[src/rtl/line_chain_engine.sv]
// Queued polyline engine: buffers endpoint commands and draws connected
// Bresenham lines at one pixel per clock straight into vga_adapter.
module line_chain_engine #(
  parameter int X_WIDTH      = 9,
  parameter int Y_WIDTH      = 8,
  parameter int COLOUR_WIDTH = 3,
  parameter int X_MAX        = 319,
  parameter int Y_MAX        = 239,
  parameter int FIFO_DEPTH   = 4,
  parameter int ORIGIN_X     = 0,
  parameter int ORIGIN_Y     = 0
) (
  input  logic                    clock,
  input  logic                    resetn,
  input  logic                    cmd_valid,
  output logic                    cmd_ready,
  input  logic [X_WIDTH-1:0]      cmd_x,
  input  logic [Y_WIDTH-1:0]      cmd_y,
  input  logic [COLOUR_WIDTH-1:0] cmd_colour,
  input  logic                    cmd_move,
  output logic [X_WIDTH-1:0]      vga_x,
  output logic [Y_WIDTH-1:0]      vga_y,
  output logic [COLOUR_WIDTH-1:0] vga_colour,
  output logic                    vga_plot,
  output logic                    busy,
  output logic                    done
);

  localparam int AW = $clog2(FIFO_DEPTH);
  localparam int EW = X_WIDTH + Y_WIDTH + COLOUR_WIDTH + 1;
  localparam int CW = ((X_WIDTH > Y_WIDTH) ? X_WIDTH : Y_WIDTH) + 2;

  localparam logic [X_WIDTH-1:0] X_LIM    = X_WIDTH'(X_MAX);
  localparam logic [Y_WIDTH-1:0] Y_LIM    = Y_WIDTH'(Y_MAX);
  localparam logic [X_WIDTH-1:0] ORIG_X_V = X_WIDTH'(ORIGIN_X);
  localparam logic [Y_WIDTH-1:0] ORIG_Y_V = Y_WIDTH'(ORIGIN_Y);
  localparam logic [AW:0]        FULL_CNT = (AW + 1)'(FIFO_DEPTH);

  localparam logic [1:0] S_IDLE   = 2'd0;
  localparam logic [1:0] S_SETUP  = 2'd1;
  localparam logic [1:0] S_DRAW   = 2'd2;
  localparam logic [1:0] S_FINISH = 2'd3;

  logic [EW-1:0]           mem_q [FIFO_DEPTH];
  logic [AW-1:0]           wr_ptr_q, wr_ptr_d;
  logic [AW-1:0]           rd_ptr_q, rd_ptr_d;
  logic [AW:0]             count_q, count_d;
  logic                    push_s, pop_s;

  logic [1:0]              state_q, state_d;
  logic [EW-1:0]           ent_q, ent_d;
  logic [X_WIDTH-1:0]      origin_x_q, origin_x_d;
  logic [Y_WIDTH-1:0]      origin_y_q, origin_y_d;
  logic [X_WIDTH-1:0]      cur_x_q, cur_x_d;
  logic [Y_WIDTH-1:0]      cur_y_q, cur_y_d;
  logic [X_WIDTH-1:0]      end_x_q, end_x_d;
  logic [Y_WIDTH-1:0]      end_y_q, end_y_d;
  logic [COLOUR_WIDTH-1:0] colour_q, colour_d;
  logic signed [CW-1:0]    dx_q, dx_d;
  logic signed [CW-1:0]    dy_q, dy_d;
  logic signed [CW-1:0]    err_q, err_d;
  logic                    sx_neg_q, sx_neg_d;
  logic                    sy_neg_q, sy_neg_d;

  logic [X_WIDTH-1:0]      vga_x_q, vga_x_d;
  logic [Y_WIDTH-1:0]      vga_y_q, vga_y_d;
  logic [COLOUR_WIDTH-1:0] vga_colour_q, vga_colour_d;
  logic                    vga_plot_q, vga_plot_d;
  logic                    done_q, done_d;

  logic [X_WIDTH-1:0]      ent_x_s;
  logic [Y_WIDTH-1:0]      ent_y_s;
  logic [COLOUR_WIDTH-1:0] ent_colour_s;
  logic                    ent_move_s;
  logic signed [CW-1:0]    diff_x_s, diff_y_s;
  logic signed [CW:0]      e2_s, dx_ext_s, dy_ext_s;
  logic                    step_x_s, step_y_s;

  assign ent_x_s      = ent_q[EW-1 -: X_WIDTH];
  assign ent_y_s      = ent_q[EW-1-X_WIDTH -: Y_WIDTH];
  assign ent_colour_s = ent_q[COLOUR_WIDTH:1];
  assign ent_move_s   = ent_q[0];

  // No bypass: ready depends only on the registered fill level.
  assign cmd_ready = (count_q != FULL_CNT);
  assign push_s    = cmd_valid && cmd_ready;
  assign pop_s     = (state_q == S_IDLE) && (count_q != {(AW + 1){1'b0}});
  assign busy      = (state_q != S_IDLE) || (count_q != {(AW + 1){1'b0}});

  assign vga_x      = vga_x_q;
  assign vga_y      = vga_y_q;
  assign vga_colour = vga_colour_q;
  assign vga_plot   = vga_plot_q;
  assign done       = done_q;

  // Line setup differences and per-pixel error terms (2*err kept one bit wider).
  always_comb begin
    diff_x_s = $signed(CW'(ent_x_s)) - $signed(CW'(origin_x_q));
    diff_y_s = $signed(CW'(ent_y_s)) - $signed(CW'(origin_y_q));
    e2_s     = $signed({err_q, 1'b0});
    dx_ext_s = $signed({dx_q[CW-1], dx_q});
    dy_ext_s = $signed({dy_q[CW-1], dy_q});
    step_x_s = (e2_s >= dy_ext_s);
    step_y_s = (e2_s <= dx_ext_s);
  end

  // Queue pointer and occupancy bookkeeping.
  always_comb begin
    wr_ptr_d = wr_ptr_q;
    rd_ptr_d = rd_ptr_q;
    count_d  = count_q;
    if (push_s) begin
      wr_ptr_d = wr_ptr_q + AW'(1);
    end else begin
      wr_ptr_d = wr_ptr_q;
    end
    if (pop_s) begin
      rd_ptr_d = rd_ptr_q + AW'(1);
    end else begin
      rd_ptr_d = rd_ptr_q;
    end
    case ({push_s, pop_s})
      2'b10:   count_d = count_q + (AW + 1)'(1);
      2'b01:   count_d = count_q - (AW + 1)'(1);
      default: count_d = count_q;
    endcase
  end

  // Engine state machine: pop, set up, step pixels, retire.
  always_comb begin
    state_d      = state_q;
    ent_d        = ent_q;
    origin_x_d   = origin_x_q;
    origin_y_d   = origin_y_q;
    cur_x_d      = cur_x_q;
    cur_y_d      = cur_y_q;
    end_x_d      = end_x_q;
    end_y_d      = end_y_q;
    colour_d     = colour_q;
    dx_d         = dx_q;
    dy_d         = dy_q;
    err_d        = err_q;
    sx_neg_d     = sx_neg_q;
    sy_neg_d     = sy_neg_q;
    vga_x_d      = vga_x_q;
    vga_y_d      = vga_y_q;
    vga_colour_d = vga_colour_q;
    vga_plot_d   = 1'b0;
    done_d       = 1'b0;
    case (state_q)
      S_IDLE: begin
        if (pop_s) begin
          ent_d   = mem_q[rd_ptr_q];
          state_d = S_SETUP;
        end else begin
          state_d = S_IDLE;
        end
      end
      S_SETUP: begin
        if (ent_move_s) begin
          origin_x_d = ent_x_s;
          origin_y_d = ent_y_s;
          done_d     = 1'b1;
          state_d    = S_IDLE;
        end else begin
          cur_x_d  = origin_x_q;
          cur_y_d  = origin_y_q;
          end_x_d  = ent_x_s;
          end_y_d  = ent_y_s;
          colour_d = ent_colour_s;
          sx_neg_d = diff_x_s < $signed({CW{1'b0}});
          sy_neg_d = diff_y_s < $signed({CW{1'b0}});
          dx_d     = sx_neg_d ? -diff_x_s : diff_x_s;
          dy_d     = sy_neg_d ? diff_y_s : -diff_y_s;
          err_d    = dx_d + dy_d;
          state_d  = S_DRAW;
        end
      end
      S_DRAW: begin
        vga_x_d      = cur_x_q;
        vga_y_d      = cur_y_q;
        vga_colour_d = colour_q;
        vga_plot_d   = (cur_x_q <= X_LIM) && (cur_y_q <= Y_LIM);
        if ((cur_x_q == end_x_q) && (cur_y_q == end_y_q)) begin
          state_d = S_FINISH;
        end else begin
          err_d = err_q + (step_x_s ? dy_q : {CW{1'b0}})
                        + (step_y_s ? dx_q : {CW{1'b0}});
          if (step_x_s) begin
            cur_x_d = sx_neg_q ? (cur_x_q - X_WIDTH'(1)) : (cur_x_q + X_WIDTH'(1));
          end else begin
            cur_x_d = cur_x_q;
          end
          if (step_y_s) begin
            cur_y_d = sy_neg_q ? (cur_y_q - Y_WIDTH'(1)) : (cur_y_q + Y_WIDTH'(1));
          end else begin
            cur_y_d = cur_y_q;
          end
          state_d = S_DRAW;
        end
      end
      S_FINISH: begin
        origin_x_d = end_x_q;
        origin_y_d = end_y_q;
        done_d     = 1'b1;
        state_d    = S_IDLE;
      end
      default: begin
        state_d = S_IDLE;
      end
    endcase
  end

  // Queue storage; contents need no reset because the pointers are cleared.
  always_ff @(posedge clock) begin
    if (push_s) begin
      mem_q[wr_ptr_q] <= {cmd_x, cmd_y, cmd_colour, cmd_move};
    end
  end

  // State registers with synchronous active-low reset.
  always_ff @(posedge clock) begin
    if (!resetn) begin
      wr_ptr_q     <= {AW{1'b0}};
      rd_ptr_q     <= {AW{1'b0}};
      count_q      <= {(AW + 1){1'b0}};
      state_q      <= S_IDLE;
      ent_q        <= {EW{1'b0}};
      origin_x_q   <= ORIG_X_V;
      origin_y_q   <= ORIG_Y_V;
      cur_x_q      <= {X_WIDTH{1'b0}};
      cur_y_q      <= {Y_WIDTH{1'b0}};
      end_x_q      <= {X_WIDTH{1'b0}};
      end_y_q      <= {Y_WIDTH{1'b0}};
      colour_q     <= {COLOUR_WIDTH{1'b0}};
      dx_q         <= {CW{1'b0}};
      dy_q         <= {CW{1'b0}};
      err_q        <= {CW{1'b0}};
      sx_neg_q     <= 1'b0;
      sy_neg_q     <= 1'b0;
      vga_x_q      <= {X_WIDTH{1'b0}};
      vga_y_q      <= {Y_WIDTH{1'b0}};
      vga_colour_q <= {COLOUR_WIDTH{1'b0}};
      vga_plot_q   <= 1'b0;
      done_q       <= 1'b0;
    end else begin
      wr_ptr_q     <= wr_ptr_d;
      rd_ptr_q     <= rd_ptr_d;
      count_q      <= count_d;
      state_q      <= state_d;
      ent_q        <= ent_d;
      origin_x_q   <= origin_x_d;
      origin_y_q   <= origin_y_d;
      cur_x_q      <= cur_x_d;
      cur_y_q      <= cur_y_d;
      end_x_q      <= end_x_d;
      end_y_q      <= end_y_d;
      colour_q     <= colour_d;
      dx_q         <= dx_d;
      dy_q         <= dy_d;
      err_q        <= err_d;
      sx_neg_q     <= sx_neg_d;
      sy_neg_q     <= sy_neg_d;
      vga_x_q      <= vga_x_d;
      vga_y_q      <= vga_y_d;
      vga_colour_q <= vga_colour_d;
      vga_plot_q   <= vga_plot_d;
      done_q       <= done_d;
    end
  end

endmodule

[config.mk]
export PLATFORM = sky130hd
export DESIGN_NAME = line_chain_engine
export DESIGN_NICKNAME = d
export VERILOG_FILES = /design/src/rtl/line_chain_engine.sv
export SDC_FILE = /design/constraint.sdc
export NUM_CORES = 1
export LEC_CHECK = 0
export CORE_MARGIN = 4
export CORE_UTILIZATION = 50
export CTS_CLUSTER_DIAMETER = 40
export CTS_CLUSTER_SIZE = 14
export DETAILED_ROUTE_END_ITERATION = 10
export HOLD_SLACK_MARGIN = 0.03
export MAX_ROUTING_LAYER = met4
export PLACE_DENSITY = 0.68
export SYNTH_ARGS = -nofsm -noshare
export SYNTH_HDL_FRONTEND = slang
export SYNTH_SLANG_ARGS = --single-unit
[constraint.sdc]
create_clock -name clock -period 11.9 [get_ports clock]
set_input_delay 2.38 -clock clock [delete_from_list [all_inputs] [get_ports clock]]
set_output_delay 2.38 -clock clock [all_outputs]
set_load 0.05 [all_outputs]
==> reports/results.tsv, run 1 <==
metric	value	unit
maxcap violations	0	
cell row count	56	
CTS resizes	0	
CTS tree	built	
most frequent cell after synthesis	nand2_1	
CTS Buf Count	34	
core area	23500	sq um
gr ovfl total	0	
Critical Path Max Stage Delay	0.58	ns
max_slew headroom	0.270	
Clk Latency, worst-skew pair	0.51	ns
Final Non-Filler Cells	1629	
clk_skew	0.0282	ns
largest net degree at the start of global routing	84	
CP bufs+invs	1	
share of cells above drive strength 1	0.0802	
#FFs+latches synth	225	
routed vias/inst	5.67	
Synth top area share	0.235	
worst slew pin tran	1.09	ns
period utilization	0.407	
DP HPWL	19.8	mm
setup TNS	0	ns
Synth-to-Final Area Change	15.6	%
Critical Path End Type	register	
critical path, cell by cell	inv_1 -> ha_1 -> a21oi_1 -> nand2_1 -> a2111oi_0 -> a22o_1 -> nor2_1 -> fa_1 -> ha_1 -> a21oi_1 -> o21ai_1 -> a2111oi_0 -> o41ai_1 -> xnor2_1 -> mux2_2 -> a31oi_1	
Post-CTS Setup Bufs	0	
post-synthesis sequential area ratio	0.445	
CP Launch Type	register	
Port Buffers	47	
Post-Syn Area per Cell	9.58	sq um
vias in the first global route	8735	
Async S/R FF share, synth	0	
clock sink count	225	
Worst R2R End	err_q[10]	
worst hold endpoint	vga_y[2]	
outcome	completed	
Die H	163	microns
HP Class	register to register	
Clock Path Buffers	3	
placed cells	1569	
Post-Syn Nets	1372	
global-route wire length before repair	46.5	mm
initial antenna violation count	0	
Top Family by Delay on Critical Path	compound AO/OA/AOI/OAI gates	
biggest area consumer among synthesized cells	dfxtp_1	
worst reg2reg startpoint	dy_q[9]	
clock root cell	clkbuf_16	
setup slack at placement	7.15	ns
Crit Path Class	register to register	
Hold Crit Depth	2	
IO Count	48	
DR vias	9233	
Synth Instances	1253	
RSZ-0062 raised after global routing	false	
Area contributors post-synth	dfxtp_1 (24%), edfxtp_1 (21%), ha_1 (8.1%)	
# H-tree levels	2	
Fin. Hold Viols	0	
synth unique cells	66	
Synth Warn #	0	
die area	26600	sq um
CP max stage cell	a2111oi_0	
Worst-path clk slew	0.06	ns
ANT cells	0	
leading post-synthesis cells by instance count	nand2_1 (189), dfxtp_1 (141), a21oi_1 (135), nor2_1 (86), edfxtp_1 (84)	
global-route usage over all layers	0.224	
Top FF cell, synth	dfxtp_1	
maximum fanout along the worst path	11	
Final GP Congestion	0.962	
Final Slew Violations	0	
DIE WIDTH	163	microns
post-DR wirelength/cell	17.7	microns
drt pass-1 iters	5	
Crit path required time	12.31	ns
Setup WS post-layout	7.05	ns
final setup vio count	0	
DRC	0	
drt total wl	28.9	mm
Min Clock Period, post-route	4.85	ns
Initial Util	0.510	
Nets	1405	
post-synthesis cell area	12000	sq um
hold buffers post-CTS	0	
R2R depth	16	
Detail Route Antenna Nets	0	
Hold Path Origin	vga_y[2]	
number of synthesized flops with an enable pin	84	
CP arrival	5.26	ns
Reg2Reg Setup Slack	7.05	ns
Max Freq	0.206	GHz
First DRT Iteration DRCs	809	
[metal layers]
layer	wire length [microns]	vias up	global-route usage
li1	-	4517	-
met1	13400	4416	0.317
met2	13200	247	0.339
met3	1630	53	0.0344
met4	614	0	0.0621
met5	0	-	-
[registers in the layout, indices dropped and copies added, names as in the netlist, 3 cells and up, named ones only]
register / count
origin_x_q: 9
end_y_q: 8
vga_x: 9
count_q: 3
mem_q: 84
ent_q: 21
dx_q: 11
colour_q: 3
vga_colour: 3
cur_x_q: 9
dy_q: 11
err_q: 11
end_x_q: 9
cur_y_q: 8
origin_y_q: 8
vga_y: 8
[stage by stage]
stage | cell area, sq um | hold WS (ns) | util
after global routing | 13900 | 0.469 | 0.590
after floorplan | 12000 | 0.432 | -
after global placement | 12700 | 0.444 | 0.541
final | 13900 | 0.449 | 0.590
after detailed placement | 12700 | 0.446 | 0.541
after CTS | 13900 | 0.453 | 0.590
[worst max path at each step]
stage	from	end	slack, ns	depth (start not counted)
floorplan	dy_q[9]	err_q[7]	7.50	19
global placement	resetn	cur_y_q[0]	7.21	5
detailed placement	resetn	cur_y_q[0]	7.15	5
CTS	dy_q[9]	err_q[10]	7.10	16
global route	dy_q[9]	err_q[10]	6.62	16
finish	dy_q[9]	err_q[10]	7.05	16
[logic make-up after synthesis]
logic type,after synthesis,synth area share
AO/OA/AOI/OAI,321,0.168
flip-flops,225,0.445
AND/OR/NAND/NOR,368,0.135
multiplexers,29,0.0463
buffers and inverters,146,0.0460
adder cells (fa/ha/maj),95,0.110
XOR/XNOR,69,0.0503
[worst register-to-register path, cell delays in order (launching register included)]
cell and delay [ns]:
dfxtp_1 0.33, inv_1 0.06, ha_1 0.32, a21oi_1 0.17
nand2_1 0.07, a2111oi_0 0.58, a22o_1 0.52, nor2_1 0.13
fa_1 0.53, ha_1 0.32, a21oi_1 0.20, o21ai_1 0.11
a2111oi_0 0.55, o41ai_1 0.17, xnor2_1 0.20, mux2_2 0.35
a31oi_1 0.15
[cells in the final DEF, fill, tap and decap left out, drive strengths merged, types with 18 or more instances in the layout]
cell	n
clkdlybuf4s50	47
nor2	86
clkbuf	36
ha	78
o21ai	59
a211oi	18
a21oi	137
inv	91
xnor2	52
mux4	21
dfxtp	141
edfxtp	84
nand2	189
[layout make-up]
type	count	area, sq um
Sequential cell	225	5350
Clock inverter	24	258
Clock buffer	36	880
Fill cell	2050	9660
Inverter	84	317
Timing Repair Buffer	59	561
Multi-Input combinational cell	882	6120
Tap cell	319	399
Power of run 1 is left out: the tool's default activity adds up to more than one toggle a clock period on the data nets, which glitch-free logic cannot reach.
==> run 2, diff against run 1 <==
clock period = 5 ns   (was 11.9 ns; I/O delays follow)
==> run 2 against run 1 <==
- count of clock-buffer cells in the layout grew 4
- non-clock buffer count increased by 5
- first-iteration DRC count shrank 4.1%
- sequential cell count is the same
- sequential share of layout area fell by 0.33 points
- critical path depth rose by 3
- hold slack better by 0.00051 ns
- global-route usage increased by 0.11 points
- final area grew 0.87%
- critical endpoint is now err_q[7]
==> reports/results.tsv, run 2 (synthesized netlist as in run 1, its figures left out) <==
metric	value	unit
DIE WIDTH	163	microns
met3 routed WL	1.73	mm
CP arrival	5.10	ns
IO Count	48	
period utilization	0.942	
Critical Path Max Stage Delay	0.44	ns
worst slew pin tran	1.12	ns
biggest regs	mem_q (84), ent_q (21)	
max reg flops	84	
# H-tree levels	2	
largest net degree at the start of global routing	57	
Final GP Congestion	0.930	
initial antenna violation count	0	
outcome	completed	
gr ovfl total	0	
global-route wire length before repair	46.9	mm
post-DR wirelength/cell	17.6	microns
Detail Route Antenna Nets	0	
DR vias	9262	
CTS Buf Count	36	
Worst-path clk slew	0.05	ns
Crit Path Class	register to register	
placed cells	1574	
Min Clock Period, post-route	4.71	ns
fillers	2065	
Clock Path Buffers	3	
drt pass-1 iters	5	
clock root cell	clkbuf_16	
critical path, cell by cell	inv_1 -> ha_1 -> nand3_1 -> nor2_1 -> a2111oi_2 -> a21oi_1 -> a21o_1 -> nor2_1 -> fa_1 -> ha_1 -> fa_1 -> a21o_1 -> a21oi_1 -> nor2b_1 -> o21ai_1 -> nor2b_1 -> xnor2_1 -> a221o_1 -> o221a_2	
Die H	163	microns
core area	23500	sq um
Core Util, Final	0.595	
max layer used	met4	
Fin. Hold Viols	0	
Max Freq	0.212	GHz
Final Slew Violations	0	
cell row count	56	
clock sink count	225	
share of cells above drive strength 1	0.0871	
hold buffers post-CTS	0	
Clk Latency, worst-skew pair	0.51	ns
worst reg2reg startpoint	dx_q[10]	
DRT met1 WL	13.2	mm
global-route usage over all layers	0.225	
First DRT Iteration DRCs	776	
drt total wl	28.8	mm
Critical Path End Type	register	
CP Launch Type	register	
final hold slack	0.450	ns
vias in the first global route	8979	
Port Buffers	47	
CP startpoint	dx_q[10]	
routed vias/inst	5.65	
DRC	0	
met2 WL	13.1	mm
final setup vio count	0	
DP HPWL	20.0	mm
Nets	1412	
Synth-to-Final Area Change	16.6	%
CP max stage cell	a2111oi_2	
maximum fanout along the worst path	11	
Hold Path Origin	vga_x[5]	
clk_skew	0.0273	ns
CTS resizes	0	
Crit path required time	5.39	ns
Initial Util	0.510	
ANT cells	0	
most frequent cells in the layout	nand2_1 (188), dfxtp_1 (141), a21oi_1 (135), nor2_1 (85), edfxtp_1 (84)	
Post-CTS Setup Bufs	0	
CTS tree	built	
maxcap violations	0	
Reg with most FFs	mem_q	
HP Class	register to register	
commonest non-fill, non-tap cell in the layout	nand2_1	
Final Non-Filler Cells	1639	
die area	26600	sq um
max_slew headroom	0.254	
-- run 2: changes by cell type in the layout (fill, tap and decap cells not counted), sizes merged --
cell and change:
clkinv -3, inv +3, clkbuf +4, buf +5, bufinv +1
-- run 2: stage by stage --
step | TNS [ns] | area [sq um] | setup slack (ns)
2_1_floorplan | 0 | 12000 | 0.595
3_3_place_gp | 0 | 12800 | 0.452
3_5_place_dp | 0 | 12800 | 0.313
4_1_cts | 0 | 14000 | 0.283
5_1_grt | -0.0127 | 14000 | -0.0127
6_report | 0 | 14000 | 0.292
-- run 2: area by class of cell --
class | count | area (sq um) | share of cell area
Multi-Input combinational cell | 882 | 6130 | 0.438
Sequential cell | 225 | 5350 | 0.382
Clock buffer | 40 | 926 | 0.0661
Timing Repair Buffer | 64 | 598 | 0.0427
Tap cell | 319 | 399 | 0.0285
Inverter | 84 | 317 | 0.0226
Clock inverter | 25 | 288 | 0.0206
-- run 2: path summary, 6_finish.rpt --
path,cells past startpoint,endpoint,slack (ns)
min reg2reg,2,vga_x[5],0.45
min,2,vga_x[5],0.45
max,19,err_q[7],0.29
max reg2reg,19,err_q[7],0.29
-- run 2: metal layers --
layer	up-vias	GRT usage
met4	0	0.0686
li1	4535	-
met3	56	0.0339
met5	-	-
met2	290	0.344
met1	4381	0.314
-- run 2: critical path: cells and delay by family, from the launching register on --
| family | cells | cell delay (ns) |
|---|---|---|
| adders and majority gates | 4 | 1.41 |
| AOI/OAI and AO/OA | 8 | 2.01 |
| xor gates and xnor gates | 1 | 0.08 |
| DFF | 1 | 0.36 |
| buffers and inverters | 1 | 0.09 |
| and+or+nand+nor | 5 | 0.65 |
Power of run 2 is left out for the same reason.
==> run 3, diff against run 2 <==
CORE_ASPECT_RATIO = 0.5   (was unset)
GPL_TIMING_DRIVEN = 0   (was unset)
clock period = 5.7 ns   (was 5 ns; I/O delays follow)
==> run 3 against run 2 <==
- register-to-register slack better by 0.18 ns
- final area is 2.7% lower
- non-clock buffer count is 45 higher
- setup slack better by 0.18 ns
- sequential share of layout area is 1.1 points higher
- core utilization is 0.84 points lower
- clock skew is 0.013 ns lower
- first-iteration DRC count is 1.4% lower
- routed wire length is 11% higher
- sequential cell count stayed put
- critical endpoint is now err_q[10]
- highest routed layer unchanged
==> reports/results.tsv, run 3 (synthesized netlist as in run 1, its figures left out) <==
metric	value	unit
commonest non-fill, non-tap cell in the layout	nand2_1	
fillers	2009	
Reg2Reg Setup Slack	0.47	ns
Top Family by Delay on Critical Path	compound AO/OA/AOI/OAI gates	
Crit Path Class	register to register	
CP arrival	5.67	ns
maxcap violations	0	
outcome	completed	
hold buffers post-CTS	0	
critical path, cell by cell	ha_1 -> a21oi_1 -> nand2_1 -> a2111oi_0 -> a22o_1 -> clkbuf_1 -> nor2_1 -> fa_1 -> ha_1 -> a21oi_1 -> o21ai_1 -> a2111oi_0 -> o41ai_1 -> xnor2_1 -> mux2_2 -> a31oi_1	
Port Buffers	47	
Post-CTS Setup Bufs	0	
max reg flops	84	
area of the multi-input gates	6110	sq um
Initial Util	0.517	
DIE WIDTH	227	microns
Final GP Congestion	0.934	
Min Clock Period, post-route	5.23	ns
CTS resizes	0	
most frequent cells in the layout	nand2_1 (189), dfxtp_1 (141), a21oi_1 (135), nor2_1 (86), edfxtp_1 (84)	
CTS Buf Count	24	
biggest regs	mem_q (84), ent_q (21)	
cell row count	39	
Final Slew Violations	0	
CP bufs+invs	1	
drt total wl	31.9	mm
clk_skew	0.0141	ns
clock sink count	225	
maximum fanout along the worst path	10	
# H-tree levels	1	
CP Launch Type	register	
First DRT Iteration DRCs	765	
routed vias/inst	5.84	
die area	26700	sq um
Die H	118	microns
Core Util, Final	0.586	
placed cells	1607	
final setup vio count	0	
Max Freq	0.191	GHz
DP HPWL	24.3	mm
CTS tree	built	
global-route wire length before repair	50.8	mm
worst slew pin tran	1.14	ns
period utilization	0.917	
gr ovfl total	0	
vias in the first global route	9492	
share of cells above drive strength 1	0.0521	
largest net degree at the start of global routing	22	
Critical Path End Type	register	
Crit path required time	6.14	ns
IO Count	48	
max_slew headroom	0.243	
RSZ-0062 raised after global routing	false	
FF/Latch Area	5350	sq um
post-DR wirelength/cell	19.4	microns
initial antenna violation count	0	
Worst-path clk slew	0.06	ns
Critical Path Max Stage Delay	0.64	ns
Clock Path Buffers	3	
Clk Latency, worst-skew pair	0.52	ns
Fin. Hold Viols	0	
setup TNS	0	ns
HP Class	register to register	
global-route usage over all layers	0.243	
ANT cells	0	
Detail Route Antenna Nets	0	
Synth-to-Final Area Change	13.4	%
Nets	1445	
Reg with most FFs	mem_q	
DR vias	9633	
clock root cell	clkbuf_16	
DRC	0	
drt pass-1 iters	5	
CP max stage cell	a2111oi_0	
Final Non-Filler Cells	1650	
core area	23200	sq um
run 3: per-layer routing:
metal | up-vias | track usage | share of wire
met5 | - | - | 0
li1 | 4585 | - | -
met3 | 56 | 0.0299 | 0.053
met4 | 0 | 0.0517 | 0.021
met2 | 314 | 0.389 | 0.46
met1 | 4678 | 0.335 | 0.46
run 3: worst paths after layout:
check / start / end / cells after the start
hold / removal: vga_x[3] / vga_x[3] / 2
setup / recovery: err_q[8] / err_q[10] / 16
hold reg to reg: vga_x[3] / vga_x[3] / 2
setup reg to reg: err_q[8] / err_q[10] / 16
run 3: area by class of cell:
class	instances	area share
clock buffer	32	0.0471
clock inverter	11	0.00864
timing repair buffer	47	0.0345
inverter	84	0.0232
multi-input combinational	882	0.449
buffer	62	0.0174
tap	307	0.0282
sequential	225	0.392
run 3: stage by stage:
step / hold slack (ns) / setup slack (ns) / instance area (sq um)
3_5_place_dp: 0.446 / 0.598 / 12900
5_1_grt: 0.466 / 0.100 / 13600
6_report: 0.454 / 0.472 / 13600
2_1_floorplan: 0.432 / 1.30 / 12000
3_3_place_gp: 0.441 / 0.720 / 12900
4_1_cts: 0.455 / 0.589 / 13600
run 3: worst min-delay path: cells and delay by family, from the launching register on:
| kind | cells | cell delay (ns) |
|---|---|---|
| simple gates | 1 | 0.05 |
| compound gates | 1 | 0.05 |
| flops | 1 | 0.31 |
Power of run 3 is left out for the same reason.
